File: config.mk
export PLATFORM = sky130hd
export DESIGN_NAME = conv_timing_controller
export DESIGN_NICKNAME = d
export VERILOG_FILES = /design/src/rtl/conv_timing_controller.sv
export SDC_FILE = /design/constraint.sdc
export NUM_CORES = 1
export LEC_CHECK = 0
export ABC_AREA = 1
export ABC_CLOCK_PERIOD_IN_PS = 1220
export CORE_UTILIZATION = 35
export CTS_CLUSTER_DIAMETER = 150
export DETAILED_ROUTE_END_ITERATION = 7
export PLACE_DENSITY = 0.74
export SLEW_MARGIN = 10
export SYNTH_ARGS = -nofsm -noshare
export SYNTH_HDL_FRONTEND = slang
export SYNTH_SLANG_ARGS = --single-unit
File: constraint.sdc
create_clock -name clk -period 1.22 [get_ports clk]
set_clock_uncertainty 0.1 [all_clocks]
set_input_delay 0.244 -clock clk [delete_from_list [all_inputs] [get_ports clk]]
set_output_delay 0.244 -clock clk [all_outputs]
set_load 0.02 [all_outputs]
File: src/rtl/conv_timing_controller.sv
// ----------------------------------------------------------------------------
// conv_timing_controller
//
// Sequences one ADC frame: for each channel 0..NUM_CHANNELS-1 it pulses
// CONVST, waits for an external conversion timer to reach terminal count,
// strobes the parallel read bus, registers the sample and flags it valid.
// The external timer is driven through count_sel (ZERO / HOLD / COUNT).
//
// State table
//   state     | meaning
//   ----------+-------------------------------------------------------------
//   IDLE      | no frame in progress, waiting for start
//   CONVST    | one-cycle conversion-start pulse, timer held at zero
//   WAIT_CONV | timer counting (or held by pause) until count_reached
//   READ      | one-cycle read strobe, sample captured on the closing edge
//   NEXT      | sample_valid pulse; advance channel or finish the frame
//
// Ports
//   clk, reset_b   clock, asynchronous active-low reset
//   start          frame request (sampled only in IDLE)
//   abort          terminate any frame in progress
//   pause          freeze the conversion timer in WAIT_CONV
//   count_reached  terminal-count flag from the external timer
//   adc_data       ADC parallel read bus
//   count_sel      timer command: ZERO=00, HOLD=10, COUNT=11
//   adc_convst     conversion-start pulse, active-high
//   adc_rd_n       read strobe, active-low
//   adc_ch         channel currently being converted
//   sample_data    last captured sample
//   sample_ch      channel index of sample_data
//   sample_valid   one-cycle pulse when sample_data/sample_ch are new
//   busy           high in every state except IDLE
//   frame_done     one-cycle pulse alongside the last channel's sample_valid
// ----------------------------------------------------------------------------
module conv_timing_controller #(
    parameter int NUM_CHANNELS = 4,
    parameter int CH_BIT_WIDTH = 2,
    parameter int DATA_WIDTH   = 16
) (
    input  logic                    clk,
    input  logic                    reset_b,
    input  logic                    start,
    input  logic                    abort,
    input  logic                    pause,
    input  logic                    count_reached,
    input  logic [DATA_WIDTH-1:0]   adc_data,
    output logic [1:0]              count_sel,
    output logic                    adc_convst,
    output logic                    adc_rd_n,
    output logic [CH_BIT_WIDTH-1:0] adc_ch,
    output logic [DATA_WIDTH-1:0]   sample_data,
    output logic [CH_BIT_WIDTH-1:0] sample_ch,
    output logic                    sample_valid,
    output logic                    busy,
    output logic                    frame_done
);

    localparam logic [1:0] CS_ZERO  = 2'b00;
    localparam logic [1:0] CS_HOLD  = 2'b10;
    localparam logic [1:0] CS_COUNT = 2'b11;

    localparam logic [CH_BIT_WIDTH-1:0] LAST_CH = CH_BIT_WIDTH'(NUM_CHANNELS - 1);

    typedef enum logic [2:0] {
        S_IDLE      = 3'd0,
        S_CONVST    = 3'd1,
        S_WAIT_CONV = 3'd2,
        S_READ      = 3'd3,
        S_NEXT      = 3'd4
    } state_t;

    state_t                  state_q, state_d;
    logic [CH_BIT_WIDTH-1:0] adc_ch_q, adc_ch_d;
    logic [DATA_WIDTH-1:0]   sample_data_q, sample_data_d;
    logic [CH_BIT_WIDTH-1:0] sample_ch_q, sample_ch_d;

    always_ff @(posedge clk or negedge reset_b) begin
        if (!reset_b) begin
            state_q       <= S_IDLE;
            adc_ch_q      <= '0;
            sample_data_q <= '0;
            sample_ch_q   <= '0;
        end else begin
            state_q       <= state_d;
            adc_ch_q      <= adc_ch_d;
            sample_data_q <= sample_data_d;
            sample_ch_q   <= sample_ch_d;
        end
    end

    always_comb begin
        state_d       = state_q;
        adc_ch_d      = adc_ch_q;
        sample_data_d = sample_data_q;
        sample_ch_d   = sample_ch_q;
        count_sel     = CS_ZERO;

        case (state_q)
            S_IDLE: begin
                if (start && !abort) begin
                    state_d  = S_CONVST;
                    adc_ch_d = '0;
                end
            end
            S_CONVST: begin
                state_d = S_WAIT_CONV;
            end
            S_WAIT_CONV: begin
                // Completion takes priority over pause so the timer is
                // zeroed in the same cycle the wait ends.
                if (count_reached) begin
                    count_sel = CS_ZERO;
                    state_d   = S_READ;
                end else if (pause) begin
                    count_sel = CS_HOLD;
                end else begin
                    count_sel = CS_COUNT;
                end
            end
            S_READ: begin
                state_d = S_NEXT;
                if (!abort) begin
                    sample_data_d = adc_data;
                    sample_ch_d   = adc_ch_q;
                end
            end
            S_NEXT: begin
                if (adc_ch_q == LAST_CH) begin
                    state_d  = S_IDLE;
                    adc_ch_d = '0;
                end else begin
                    state_d  = S_CONVST;
                    adc_ch_d = adc_ch_q + CH_BIT_WIDTH'(1);
                end
            end
            default: begin
                state_d  = S_IDLE;
                adc_ch_d = '0;
            end
        endcase

        // Abort overrides every transition; the captured sample is kept.
        if (abort) begin
            state_d  = S_IDLE;
            adc_ch_d = '0;
        end
    end

    assign adc_convst   = (state_q == S_CONVST);
    assign adc_rd_n     = (state_q != S_READ);
    assign adc_ch       = adc_ch_q;
    assign sample_data  = sample_data_q;
    assign sample_ch    = sample_ch_q;
    assign sample_valid = (state_q == S_NEXT);
    assign busy         = (state_q != S_IDLE);
    assign frame_done   = (state_q == S_NEXT) && (adc_ch_q == LAST_CH);

endmodule

==> Yosys cells after proc, flatten, opt, wreduce, memory -nomap -nowiden <==
Cells that the tools add are included.
{ "classes": {"addsub": 1, "n_eq_ne": 9, "muxes": 12, "bitwise_logic": 1, "reduce_logical": 9} }
{ "ops": {"columns": ["cell", "n"], "rows": [
  ["$pmux W3 S5", 1],
  ["$mux W2", 5],
  ["$mux W3", 3],
  ["$eq A3 B2 Y1 const B", 2],
  ["$ne A3 B3 Y1 const B", 2],
  ["$pmux W2 S3", 1],
  ["$reduce_and A2 Y1", 3],
  ["$eq A3 B1 Y1 const B", 1],
  ["$eq A3 B3 Y1 const B", 1],
  ["$logic_not A3 Y1", 1],
  ["$ne A3 B2 Y1 const B", 1],
  ["$reduce_bool A3 Y1", 1],
  ["$reduce_or A3 Y1", 1],
  ["$add A2 B1 Y2 const B", 1],
  ["$eq A2 B2 Y1 const B", 1],
  ["$logic_and A1 B1 Y1", 2],
  ["$mux W1", 2],
  ["$ne A2 B1 Y1 const B", 1],
  ["$logic_not A1 Y1", 1],
  ["$not A1 Y1", 1]
]} }
{ "totals": {"ff_bits": 23, "in_bits": 22, "word_cells": 36} }

==> Longest topological paths before layout <==
Gate-level depths: netlist of the first run.
{ "depth": {"depth_word": 5, "mapped_depth": 8, "ltp_nobuf": 7} }

==> Least setup slack after synthesis of the first run <==
No wires, ideal clock.
{ "synth_timing": {"path_kind": "flip-flop to output port", "from": "reg adc_ch_q[1], in the netlist adc_ch[1]", "to": "out frame_done", "t_arrival_ns": 1.338, "t_required_ns": 0.876, "path_slack_ns": -0.462, "stages_incl_launch_ff": 4, "path_buffers": 0, "path_cell_list": "dfrtp_1 -> ha_1 -> inv_1 -> nor4_1"} }
{ "synth_via": {"elab_chain_cells": 2} }
{ "synth_rtl": {"columns": ["element", "line_no", "source"], "rows": [
  ["start: declaration", "73", "logic [CH_BIT_WIDTH-1:0] adc_ch_q, adc_ch_d;"],
  ["start signal: assignment", "85", "adc_ch_q <= adc_ch_d;"],
  ["$eq A2 B2 Y1", "156", "assign frame_done = (state_q == S_NEXT) && (adc_ch_q == LAST_CH);"],
  ["$logic_and A1 B1 Y1", "156", null],
  ["end: declaration", "55", "output logic frame_done"]
]} }
Every way passes these cells.

==> Worst setup path after layout of the first run <==
{ "layout_timing": {"from": "reg state_q[0]", "to": "out adc_rd_n"} }
{ "layout_via": {"elab_chain_cells": 1} }
{ "layout_rtl": {"columns": ["element", "line_no", "source"], "rows": [
  ["start: declaration", "72", "state_t state_q, state_d;"],
  ["start signal: assignment", "84", "state_q <= state_d;"],
  ["$ne A3 B2 Y1", "150", "assign adc_rd_n = (state_q != S_READ);"],
  ["end: declaration", "49", "output logic adc_rd_n,"]
]} }
Every way passes these cells.

==> flow_summary.yaml, run 1 <==
grt:
  grt.total_usage_pct: 20.61
  grt_start_max_net_pins: 24
  grt_remaining_overflow: 0
  grt_pass1_wl_mm: 5.043
  antenna_found_initial: 0
  grt_pass1_vias: 1152
synth:
  netlist_area_sq_um: 1006
  synth_seq_cells: 23
  synth_warnings: 0
  synth_area_leader_cell: "dfrtp_1"
  synthCells: 117
  yosysTopAreaCellShare_pct: 57.21
  synth_xor_area_share_pct: 0
  synth_compound_area_share_pct: 2.488
  synth_top_family_by_area: "simple AND/OR/NAND/NOR gates"
  yosys.area_share.simple_pct: 31.22
  synth_seq_area_share_pct: 57.21
  synth-adder-area-share_pct: 1.244
  synth_nets: 140
  synth_area_per_cell_sq_um: 8.598
  synth.distinct_cells: 17
  synthTopCellsByArea: "dfrtp_1 57%, nand2_1 20%, nand2_2 4.4%"
  synthMuxAreaShare_pct: 0
cts:
  hold_buffers: 0
  clockRootBuffer: "clkbuf_4"
  cts.sinks: 23
  clock_latency_ns: 0.31
  cts_max_level: 1
  path_clk_slew_ns: 0.13
  numCtsBuffers: 3
  cts_tree: "yes"
  cts_buffer_depth: 2
floorplanning:
  die_h_um: 55.61
  core_area_sq_um: 2734
  dieArea_sq_um: 3092
  ios: 49
  start_util_pct: 36.80
  row_count: 19
  die_w_um: 55.61
critical_path:
  cp.required_ns: 0.88
  start_kind: "flip-flop"
  r2r_end: "sample_data[5]"
  r2r_cells: 8
  cp_max_fo: 6
  endpoint_kind: "output port"
  critPathLaunch: "state_q[0]"
  r2r_start: "state_q[0]"
  crit_type: "reg -> out"
  crit_arrival_ns: 1.31
  reg2reg_slack_ns: -0.34
timing:
  hold_viol: 0
  report.final.slew_viol_count: 0
  period_share_pct: 135.5
  hold_ws_ns: 0.1571
  slew_headroom_pct: 83.77
  worstMarginPinSlew_ns: 0.2435
  rsz0062_at_grt: "true"
  max_freq_mhz: 605.1
  fin_setup_tns_ns: -8.989
  setup_viol: 36
  finalWorstSetupSlack_ns: -0.4325
  period_needed_ns: 1.653
run_status:
  status: "finished with violations"
  violations: "negative setup slack"
min_path:
  min_path_type: "in -> async"
detailed_routing:
  vias: 1101
  drt_iter0_markers: 37
  drcViolationCount: 0
  firstDrtPassIters: 4
  drt-total-wl_mm: 3.269
  routedWlPerCell_um: 14.03
  ant_nets: 0
  viasPerCell: 4.725
finish:
  synthToLayoutAreaGrowth_pct: 107.6
  num-nets-final: 226
  num-fill-cells: 201
  drive_gt1_share_pct: 54.95
  diodes: 0
placement:
  dpl.hpwl_mm: 1.960
  gp_congestion: 0.7844
  portBuffers: 48
job:
  maxCapViolations: 0
pwr:
  irDropWorstVdd_mv: 1.657
  leakage_nw: 1.036
  power_per_cell_area_nw_per_um2: 1545
## how the worst max path moves through the flow
stage | end | slack, ns | depth (start not counted)
detailed placement | count_sel[0] | -0.64 | 3
global placement | count_sel[0] | -0.62 | 3
global route | frame_done | -0.49 | 4
CTS | adc_rd_n | -0.42 | 5
finish | adc_rd_n | -0.43 | 5
floorplan | frame_done | -0.12 | 3
## final cells by class
class | instances | area (sq um) | area share [%]
Inverter | 9 | 43.79 | 2.097
Tap cell | 31 | 38.79 | 1.857
Multi-Input combinational cell | 81 | 515.5 | 24.69
Timing Repair Buffer | 83 | 859.6 | 41.16
Clock buffer | 3 | 22.52 | 1.078
Timing Repair inverter | 2 | 25.02 | 1.198
Sequential cell | 23 | 578.1 | 27.68
Clock inverter | 1 | 5.005 | 0.2397
## power by group
group	internal, mW	switching (mW)
Combinational	0.913	0.757
Sequential	0.992	0.200
Clock	0.123	0.241
## critical path: stages (launching register included)
cell     delay (ns)
dfrtp_2        0.50
buf_6          0.14
nand2_4        0.06
nor2_4         0.13
inv_2          0.04
buf_6          0.12
## timing repair
item,CTS,global route
setup endpoints to repair,49,50
resized for setup,164,51
buffers inserted,5,8
gates cloned,2,1
pin swaps,2,6
## per-stage QoR
step | worst slack [ns] | area [sq um] | power [mW] | instances | util (%)
5_1_grt | -0.4885 | 2088 | 3.401 | 233 | 76.38
3_5_place_dp | -0.6366 | 1734 | 2.502 | 214 | 63.43
3_3_place_gp | -0.6223 | 1734 | 2.463 | 214 | 63.43
6_report | -0.4325 | 2088 | 3.226 | 233 | 76.38
4_1_cts | -0.4161 | 1873 | 2.907 | 225 | 68.51
2_1_floorplan | -0.1190 | 1070 | 1.724 | 117 | -
## Yosys cell counts
cell,count
buf_8,1
nand2_1,54
nor4_1,1
dfrtp_1,23
nor2_1,5
nand4_1,1
nand3_1,4
a21oi_1,1
buf_6,2
ha_1,1
inv_1,6
nor3_1,2
buf_4,1
nor2_2,1
o21ai_0,4
inv_2,3
nand2_2,7
## flip-flops by register name, indices dropped and copies added (netlist names)
name         count
adc_ch           2
sample_ch        2
sample_data     16
state_q          3
## cells by family (layout without fill, tap and decap cells)
| group | Yosys count | count (layout) |
|---|---|---|
| and+or+nand+nor | 75 | 75 |
| DFF | 23 | 23 |
| buffers and inverters | 13 | 98 |
| AOI/OAI and AO/OA | 5 | 5 |
| adders and majority gates | 1 | 1 |
## layer usage
| metal | vias to the layer above | routed length, um | GRT usage [%] |
|---|---|---|---|
| li1 | 533 | - | - |
| met1 | 528 | 1283 | 25.31 |
| met2 | 34 | 1801 | 37.35 |
| met3 | 6 | 124 | 2.791 |
| met4 | 0 | 60 | 6.429 |
| met5 | - | 0 | 0 |
## layout by cell type, fill, tap and decap left out, drive strengths merged
cell type      count
nor3               2
buf               62
clkinv             2
clkdlybuf4s50     21
dfrtp             23
nor4               1
a21oi              1
nand4              1
nand2             61
nand3              4
nor2               6
o21ai              4
inv               10
clkbuf             3
ha                 1
(Power assumes the default switching activity.)
==> run 2: changes to the inputs <==
- CORE_ASPECT_RATIO: default -> 0.7
==> flow_summary.yaml, run 2 (synthesized netlist as in run 1, its figures left out) <==
detailed_routing:
  drcViolationCount: 0
  met3WireLength_um: 197
  vias: 1083
  wl_met2_mm: 1.527
  drt-total-wl_mm: 3.188
  viasPerCell: 4.628
  highest_layer: "met4"
  met1Wirelength_mm: 1.420
  drt_iter0_markers: 33
  firstDrtPassIters: 4
  routedWlPerCell_um: 13.62
  ant_nets: 0
critical_path:
  cp_max_fo: 6
  crit_chain: "nor4_4 -> buf_4"
  crit_arrival_ns: 1.26
  endpoint_kind: "output port"
  critical-path-slowest-cell: "dfrtp_2"
  start_kind: "flip-flop"
  cp.required_ns: 0.88
  crit_type: "reg -> out"
  worst_path_largest_cell_delay_ns: 0.49
cts:
  path_clk_slew_ns: 0.08
  clock_latency_ns: 0.26
  cts_max_level: 1
  cts.sinks: 23
  cts_buffer_depth: 2
  cts_tree: "yes"
  hold_buffers: 0
  numCtsBuffers: 3
  clockRootBuffer: "clkbuf_8"
pwr:
  power_per_cell_area_nw_per_um2: 1491
  irDropWorstVdd_mv: 0.8908
  leakage_nw: 0.9994
grt:
  grt_pass1_wl_mm: 4.671
  grt_pass1_vias: 988
  grt.total_usage_pct: 21.08
  grt_start_max_net_pins: 24
  antenna_found_initial: 0
  grt_remaining_overflow: 0
timing:
  rsz0062_at_grt: "true"
  setup_viol: 32
  max_freq_mhz: 624.9
  hold_viol: 0
  worstMarginPinSlew_ns: 0.2452
  finalWorstSetupSlack_ns: -0.3803
  fin_setup_tns_ns: -8.030
  report.final.slew_viol_count: 0
  period_needed_ns: 1.600
  period_share_pct: 131.2
  slew_headroom_pct: 83.48
finish:
  fin_area_sq_um: 1951
  instances_no_fill: 234
  regArea_sq_um: 578.1
  num-fill-cells: 159
  multiInputGateArea_sq_um: 485.5
  diodes: 0
  drive_gt1_share_pct: 51.50
  num-nets-final: 224
  final_cell_mix: "40 x nand2_1, 21 x dfrtp_1, 21 x clkdlybuf4s50_1, 21 x buf_4, 19 x nand2_2"
  mostFrequentLayoutCell: "nand2_1"
  synthToLayoutAreaGrowth_pct: 93.91
  largest_register_ff_count: 16
run_status:
  status: "finished with violations"
  violations: "negative setup slack"
placement:
  portBuffers: 48
  placed_area_sq_um: 1725
  dp.cells: 217
  dpl.hpwl_mm: 1.907
  dp_slack_ns: -0.6341
  gp_congestion: 0.8689
floorplanning:
  die_h_um: 46.86
  start_util_pct: 38.84
  core_area_sq_um: 2590
  row_count: 15
  dieArea_sq_um: 3096
  ios: 49
  die_w_um: 66.08
job:
  maxCapViolations: 0
min_path:
  min_path_type: "in -> async"
[run 2: layer usage]
metal,track usage (%),vias up
met5,0,-
met4,4.681,0
met3,6.796,6
met2,35.31,39
met1,27.31,514
li1,-,524
[run 2: cell type report]
class,instances,area share (%)
inverters,9,2.630
repair inverters,2,1.283
clock buffers,4,2.309
flip-flops and latches,23,29.63
multi-input cells,81,24.89
repair buffers,81,37.08
well taps,34,2.181
[run 2: what timing repair did]
item	CTS	global route
pin swaps	14	1
setup buffers	6	5
cloned	2	2
gates resized for setup	161	10
setup endpoints to repair	49	31
[run 2: path summary, 6_finish.rpt]
check,startpoint,endpoint,slack (ns),cells after the start
max,state_q[0],frame_done,-0.38,2
min,reset_b,sample_data[3],0.22,2
max reg2reg,state_q[0],sample_data[2],-0.31,8
min reg2reg,sample_data[2],sample_data[2],0.39,2
max in group asynchronous,reset_b,state_q[1],0.64,2
min in group clk,sample_data[2],sample_data[2],0.39,2
[run 2: critical path: cells and delay by family, from the launching register on]
| family | cells | cell delay [ns] |
|---|---|---|
| flops | 1 | 0.49 |
| simple gates | 1 | 0.32 |
| buf+inv | 1 | 0.19 |
[run 2: where the power goes]
part	internal [mW]	total, mW	switching, mW
Sequential	0.993	1.15	0.156
Clock	0.233	0.462	0.229
Combinational	0.602	1.30	0.695
[run 2: through the flow]
stage	power, mW	utilization [%]	hold WS [ns]
after detailed placement	2.534	66.62	0.3720
after global placement	2.506	66.62	0.3641
after global routing	3.074	75.31	0.2333
after floorplan	1.724	-	-0.1516
after CTS	2.885	72.37	0.2229
final	2.908	75.31	0.2232
